--- config.mk ---
export PLATFORM = sky130hd
export DESIGN_NAME = mc_cpu_handshake
export DESIGN_NICKNAME = d
export VERILOG_FILES = /design/src/rtl/mc_cpu_handshake.sv
export SDC_FILE = /design/constraint.sdc
export NUM_CORES = 2
export LEC_CHECK = 0
export BUFFER_PORTS_ARGS = -buffer_cell sky130_fd_sc_hd__buf_4
export CAP_MARGIN = 40
export CORE_ASPECT_RATIO = 1.75
export CORE_MARGIN = 5
export CORE_UTILIZATION = 55
export CTS_CLUSTER_SIZE = 10
export DETAILED_ROUTE_END_ITERATION = 8
export GPL_TIMING_DRIVEN = 0
export PLACE_DENSITY = 0.75
export RECOVER_POWER = 50
export SETUP_SLACK_MARGIN = 0.4
export SYNTH_ARGS = -nofsm -noshare
export SYNTH_HDL_FRONTEND = slang
export SYNTH_SLANG_ARGS = --single-unit
export TNS_END_PERCENT = 100
--- constraint.sdc ---
create_clock -name clk -period 48.6 [get_ports clk]
set_input_delay 0 -clock clk [delete_from_list [all_inputs] [get_ports clk]]
set_output_delay 0 -clock clk [all_outputs]
set_load 0.01 [all_outputs]
--- src/rtl/mc_cpu_handshake.sv ---
`default_nettype none
// ============================================================================
// Module      : mc_cpu_handshake
// Description : Multi-cycle MIPS-subset core (IF/ID/EX/MEM/WB) with req/ack
//               instruction and data memory ports; optional performance
//               counters enabled by defining MC_CPU_PERF_CNT_EN.
// Revision    : 1.0 - initial release
// ============================================================================
module mc_cpu_handshake #(
    parameter int                  DATA_LEN = 32,
    parameter int                  ADDR_LEN = 32,
    parameter int                  REG_NUM  = 32,
    parameter logic [ADDR_LEN-1:0] RESET_PC = '0
) (
    input  logic                clk,
    input  logic                rst,
    output logic                imem_req,
    output logic [ADDR_LEN-1:0] imem_addr,
    input  logic                imem_ack,
    input  logic [31:0]         imem_rdata,
    output logic                dmem_req,
    output logic                dmem_we,
    output logic [ADDR_LEN-1:0] dmem_addr,
    output logic [DATA_LEN-1:0] dmem_wdata,
    input  logic                dmem_ack,
    input  logic [DATA_LEN-1:0] dmem_rdata,
    output logic [ADDR_LEN-1:0] pc,
    output logic [31:0]         inst,
    output logic                retire,
    output logic                trap
`ifdef MC_CPU_PERF_CNT_EN
    ,
    output logic [31:0]         cycle_cnt,
    output logic [31:0]         retire_cnt
`endif
);

    localparam int c_RW = (REG_NUM > 1) ? $clog2(REG_NUM) : 1;

    localparam logic [2:0] c_ST_IF   = 3'd0;
    localparam logic [2:0] c_ST_ID   = 3'd1;
    localparam logic [2:0] c_ST_EX   = 3'd2;
    localparam logic [2:0] c_ST_MEM  = 3'd3;
    localparam logic [2:0] c_ST_WB   = 3'd4;
    localparam logic [2:0] c_ST_TRAP = 3'd5;

    localparam logic [ADDR_LEN-1:0] c_LOW28 = ADDR_LEN'(28'hFFF_FFFF);

    logic [2:0]          r_state, w_state_nxt;
    logic [ADDR_LEN-1:0] r_pc;
    logic [31:0]         r_inst;
    logic [DATA_LEN-1:0] r_regs [REG_NUM];
    logic [DATA_LEN-1:0] r_a, r_b, r_imm, r_alu, r_mdr;

    logic [5:0]          w_op, w_fn;
    logic [c_RW-1:0]     w_rs, w_rt, w_rd, w_wb_dst;
    logic                w_is_r, w_is_addi, w_is_ori, w_is_lw, w_is_sw, w_is_beq, w_is_j;
    logic                w_legal, w_zero;
    logic [DATA_LEN-1:0] w_opb, w_alu, w_wb_data;
    logic [ADDR_LEN-1:0] w_pc4, w_br_off, w_jtgt, w_pc_nxt;

    // Decode is driven straight from the latched instruction word
    assign w_op = r_inst[31:26];
    assign w_fn = r_inst[5:0];
    assign w_rs = r_inst[21 +: c_RW];
    assign w_rt = r_inst[16 +: c_RW];
    assign w_rd = r_inst[11 +: c_RW];

    assign w_is_r    = (w_op == 6'h00) && (w_fn == 6'h20 || w_fn == 6'h22 || w_fn == 6'h24 ||
                                           w_fn == 6'h25 || w_fn == 6'h2A);
    assign w_is_addi = (w_op == 6'h08);
    assign w_is_ori  = (w_op == 6'h0D);
    assign w_is_lw   = (w_op == 6'h23);
    assign w_is_sw   = (w_op == 6'h2B);
    assign w_is_beq  = (w_op == 6'h04);
    assign w_is_j    = (w_op == 6'h02);
    assign w_legal   = w_is_r | w_is_addi | w_is_ori | w_is_lw | w_is_sw | w_is_beq | w_is_j;

    assign w_opb  = (w_is_r || w_is_beq) ? r_b : r_imm;
    assign w_zero = (r_a == r_b);

    always_comb begin
        w_alu = r_a + w_opb;
        if (w_is_ori) begin
            w_alu = r_a | r_imm;
        end else if (w_is_r) begin
            case (w_fn)
                6'h22:   w_alu = r_a - r_b;
                6'h24:   w_alu = r_a & r_b;
                6'h25:   w_alu = r_a | r_b;
                6'h2A:   w_alu = DATA_LEN'($signed(r_a) < $signed(r_b));
                default: w_alu = r_a + r_b;
            endcase
        end
    end

    assign w_pc4    = r_pc + ADDR_LEN'(4);
    assign w_br_off = ADDR_LEN'($signed(r_inst[15:0])) << 2;
    assign w_jtgt   = (w_pc4 & ~c_LOW28) | ADDR_LEN'({r_inst[25:0], 2'b00});
    assign w_pc_nxt = (w_is_beq && w_zero) ? (w_pc4 + w_br_off) :
                      w_is_j               ? w_jtgt : w_pc4;

    assign w_wb_dst  = w_is_r ? w_rd : w_rt;
    assign w_wb_data = w_is_lw ? r_mdr : r_alu;

    // ------------------------------------------------------------------ FSM
    always_ff @(posedge clk or posedge rst) begin
        if (rst) r_state <= c_ST_IF;
        else     r_state <= w_state_nxt;
    end

    always_comb begin
        w_state_nxt = r_state;
        case (r_state)
            c_ST_IF:   if (imem_ack) w_state_nxt = c_ST_ID;
            c_ST_ID:   w_state_nxt = w_legal ? c_ST_EX : c_ST_TRAP;
            c_ST_EX: begin
                if (w_is_lw || w_is_sw)       w_state_nxt = c_ST_MEM;
                else if (w_is_beq || w_is_j)  w_state_nxt = c_ST_IF;
                else                          w_state_nxt = c_ST_WB;
            end
            c_ST_MEM:  if (dmem_ack) w_state_nxt = w_is_lw ? c_ST_WB : c_ST_IF;
            c_ST_WB:   w_state_nxt = c_ST_IF;
            c_ST_TRAP: w_state_nxt = c_ST_TRAP;
            default:   w_state_nxt = c_ST_IF;
        endcase
    end

    // Requests are masked by rst so they drop the instant reset is asserted
    always_comb begin
        imem_req = (r_state == c_ST_IF) && !rst;
        dmem_req = (r_state == c_ST_MEM) && !rst;
        dmem_we  = dmem_req && w_is_sw;
        trap     = (r_state == c_ST_TRAP);
        retire   = (r_state == c_ST_WB) ||
                   ((r_state == c_ST_EX) && (w_is_beq || w_is_j)) ||
                   ((r_state == c_ST_MEM) && dmem_ack && w_is_sw);
    end

    // ------------------------------------------------------------- datapath
    always_ff @(posedge clk or posedge rst) begin
        if (rst) begin
            r_pc   <= RESET_PC;
            r_inst <= '0;
            r_a    <= '0;
            r_b    <= '0;
            r_imm  <= '0;
            r_alu  <= '0;
            r_mdr  <= '0;
            for (int i = 0; i < REG_NUM; i++) r_regs[i] <= '0;
        end else begin
            if (r_state == c_ST_IF && imem_ack) r_inst <= imem_rdata;
            if (r_state == c_ST_ID) begin
                r_a   <= r_regs[w_rs];
                r_b   <= r_regs[w_rt];
                r_imm <= w_is_ori ? DATA_LEN'(r_inst[15:0]) : DATA_LEN'($signed(r_inst[15:0]));
            end
            if (r_state == c_ST_EX) r_alu <= w_alu;
            if (r_state == c_ST_MEM && dmem_ack) r_mdr <= dmem_rdata;
            if (r_state == c_ST_WB && w_wb_dst != '0) r_regs[w_wb_dst] <= w_wb_data;
            if (retire) r_pc <= w_pc_nxt;
        end
    end

    assign pc         = r_pc;
    assign inst       = r_inst;
    assign imem_addr  = r_pc;
    assign dmem_addr  = ADDR_LEN'(r_alu);
    assign dmem_wdata = r_b;

`ifdef MC_CPU_PERF_CNT_EN
    logic [31:0] r_cycle_cnt, r_retire_cnt;

    always_ff @(posedge clk or posedge rst) begin
        if (rst) begin
            r_cycle_cnt  <= '0;
            r_retire_cnt <= '0;
        end else begin
            if (r_state != c_ST_TRAP) r_cycle_cnt <= r_cycle_cnt + 32'd1;
            if (retire)               r_retire_cnt <= r_retire_cnt + 32'd1;
        end
    end

    assign cycle_cnt  = r_cycle_cnt;
    assign retire_cnt = r_retire_cnt;
`endif

endmodule
`default_nettype wire
==> flow_summary.toml <==
[status]
status = "finished, violations left"
violations = "max-capacitance violations, max-slew violations"

[routing]
vias = 60522
dr.pass1.iters = 8
initialDrtViolationCount = 7841
wirelength_um = 283000
via_per_inst = 6.92
drc = 0
wl_per_cell_um = 32.4
antenna_left = 0

[synth]
synth_cell_types = 98
synth.yosys.seq_area_share = 0.438
yosys_register_bits = 1234
synth_area_per_cell_um2 = 11.0
synth_top_cell_by_area = "dfrtp_1"
netlist_top_cells_area = "dfrtp_1 (44%), mux4_2 (20%), a21oi_1 (8.7%), nor2_1 (6.5%), ha_1 (2.8%)"
ys_warn_count = 0
post-synth-top-area-fraction = 0.438
async_reset_ff_frac = 1.00
netlist_area_um2 = 70500
syn_inst = 6401
synth_enable_flop_cells = 0
synth_flop_cell = "dfrtp_1"

[timing]
rsz0062_at_grt = "false"
fin_ws_ps = 27380
whs_ps = 12.5
fmax_mhz = 47.1
tns_ps = 0
fin_crit_sh = 0.437
drv_slew = 1157
tightest_slew_ps = 6790
hold_violations = 0
skew_ps = 32.7
setup_viol = 0
fin_crit_ps = 21220
slew_headroom = -3.53

[global_route]
antenna_found_initial = 17
grt-ovfl-total = 0
grt_use_total = 0.414
grt_first_pass_wirelength_um = 411000
grtUsageMet1 = 0.421
busiest_layer = "met2"
grtUsageMet3 = 0.105
gr-usage-met2 = 0.682
grt_pass1_vias = 62516
grt_max_degree = 131

[floorplan]
start_util = 0.554
core-area_um2 = 127000
io_pins = 233
die_h_um = 483
die_area_um2 = 136000
fp-row-count = 173
die-width_um = 281

[critical_path]
crit_path_end_kind = "asynchronous set/reset pin"
crit_arrival_ps = 20600
worstPathRequired_ps = 47980
crit_path_start_kind = "primary input"
worstSetupPathType = "primary input to asynchronous set/reset pin"
reg2regPathDepth = 21
cp_max_fo = 124

[place]
portBuffers = 228
globalplace.congestion = 1.06
hpwl_um = 219000
pre_cts_slack_ps = 41910

[worst_hold_path]
whs_path_depth = 3
hold_path.class = "primary input to flop"

[run]
drv.max_cap_violation_count = 11

[cts]
cts-root-buf = "clkbuf_16"
clock_sinks = 1234
clock_path_buffers = 3
tritoncts = "done"
clk_latency_ps = 800
cts_buffers = 143
post_cts.repair.setup_buffers = 0
htreeDepth = 4
ctsResizeCount = 0
clkTransAtPathRegs_ps = 50

[final_layout]
final_common_cell = "dfrtp_1"
layout-drive-gt1-share = 0.205
layout_common_cells = "dfrtp_1 (1234), a21oi_1 (1230), nor2_1 (1226)"
fin_nets = 7281
fill_cells = 9793
area_growth_pct = 14.7

[pwr]
fin_total_pwr_uw = 6550
max-vdd-ir-drop_mv = 0.0497
power.density_nw_per_um2 = 81.1
p_leak_uw = 0.0359
-- synth_stat cells, types with 32 or more instances --
| library cell | n |
|---|---|
| clkbuf_1 | 338 |
| nor2_1 | 1226 |
| a21oi_1 | 1230 |
| buf_2 | 125 |
| buf_1 | 56 |
| xnor2_1 | 59 |
| nand2_1 | 131 |
| mux2i_1 | 129 |
| o21ai_0 | 106 |
| nand3_1 | 49 |
| buf_4 | 98 |
| mux4_2 | 640 |
| ha_1 | 160 |
| inv_1 | 123 |
| a21o_1 | 53 |
| mux2_2 | 97 |
| a211oi_1 | 32 |
| dfrtp_1 | 1234 |
-- cell families after synthesis --
family | count (synthesis) | share of synthesized area
multiplexers | 867 | 0.239
XOR/XNOR | 79 | 0.00982
other | 1 | 0.0000532
adder cells (fa/ha/maj) | 164 | 0.0296
AO/OA/AOI/OAI | 1684 | 0.135
buffers and inverters | 745 | 0.0474
flip-flops | 1234 | 0.438
AND/OR/NAND/NOR | 1627 | 0.101
-- final timing paths --
path,startpoint,end,slack [ps]
hold / removal,dmem_rdata[6],r_mdr[6]$_DFFE_PP0P_,10
setup / recovery,rst,r_regs[653]$_DFFE_PP0P_,27380
min in group asynchronous,rst,inst[3]$_DFFE_PP0P_,1220
max in group clk,inst[1]$_DFFE_PP0P_,dmem_addr[30]$_DFFE_PP0P_,41710
setup reg to reg,inst[1]$_DFFE_PP0P_,dmem_addr[30]$_DFFE_PP0P_,41710
hold reg to reg,r_regs[1017]$_DFFE_PP0P_,r_regs[1017]$_DFFE_PP0P_,480
-- through the flow --
step	cell area, um2	util	instances
6_report	80800	0.635	8746
5_1_grt	80800	0.635	8737
4_1_cts	81400	0.640	8722
3_5_place_dp	76400	0.600	8448
3_3_place_gp	74300	0.583	8294
2_1_floorplan	70500	-	6404
-- area by class of cell --
type / instances / area [um2] / share of cell area
Multi-Input combinational cell: 4425 / 36300 / 0.449
Sequential cell: 1234 / 30900 / 0.382
Timing Repair Buffer: 500 / 4270 / 0.0528
Clock buffer: 156 / 3750 / 0.0464
Buffer: 620 / 2860 / 0.0354
Tap cell: 1662 / 2080 / 0.0257
Inverter: 125 / 470 / 0.00582
Clock inverter: 14 / 196 / 0.00243
Antenna cell: 10 / 25.0 / 0.000310
-- report_power, final --
| group | internal [uW] | switching (uW) | total [uW] |
|---|---|---|---|
| combinational | 1560 | 2120 | 3680 |
| clock | 549 | 432 | 981 |
| sequential | 1430 | 454 | 1890 |
| total | 3540 | 3010 | 6550 |
-- worst max-delay path, cell delays in order --
cell           delay, ps
dlygate4sd3_1        550
clkbuf_1             160
dlygate4sd3_1        610
clkinvlp_2          1560
clkbuf_1            3750
clkbuf_1            4790
clkbuf_1            4270
clkbuf_1            4550
-- flip-flops by register name (all words and copies together), names as in the netlist --
name,cells
r_a,32
dmem_wdata,32
r_mdr,32
r_imm,17
r_regs,1024
dmem_addr,32
inst,32
imem_addr,30
r_state,3
-- timing repair --
action                                  4_1_cts  5_1_grt
hold buffers                                104        0
endpoints found under the hold margin       282        0
endpoints found under the setup margin        0        0
-- per-layer routing --
layer | share of wire | vias up
met5 | 0.00021 | -
met4 | 0.13 | 8
met3 | 0.093 | 1617
met2 | 0.48 | 4240
met1 | 0.29 | 30073
li1 | - | 24584
Power figures use the tool's default switching activity.
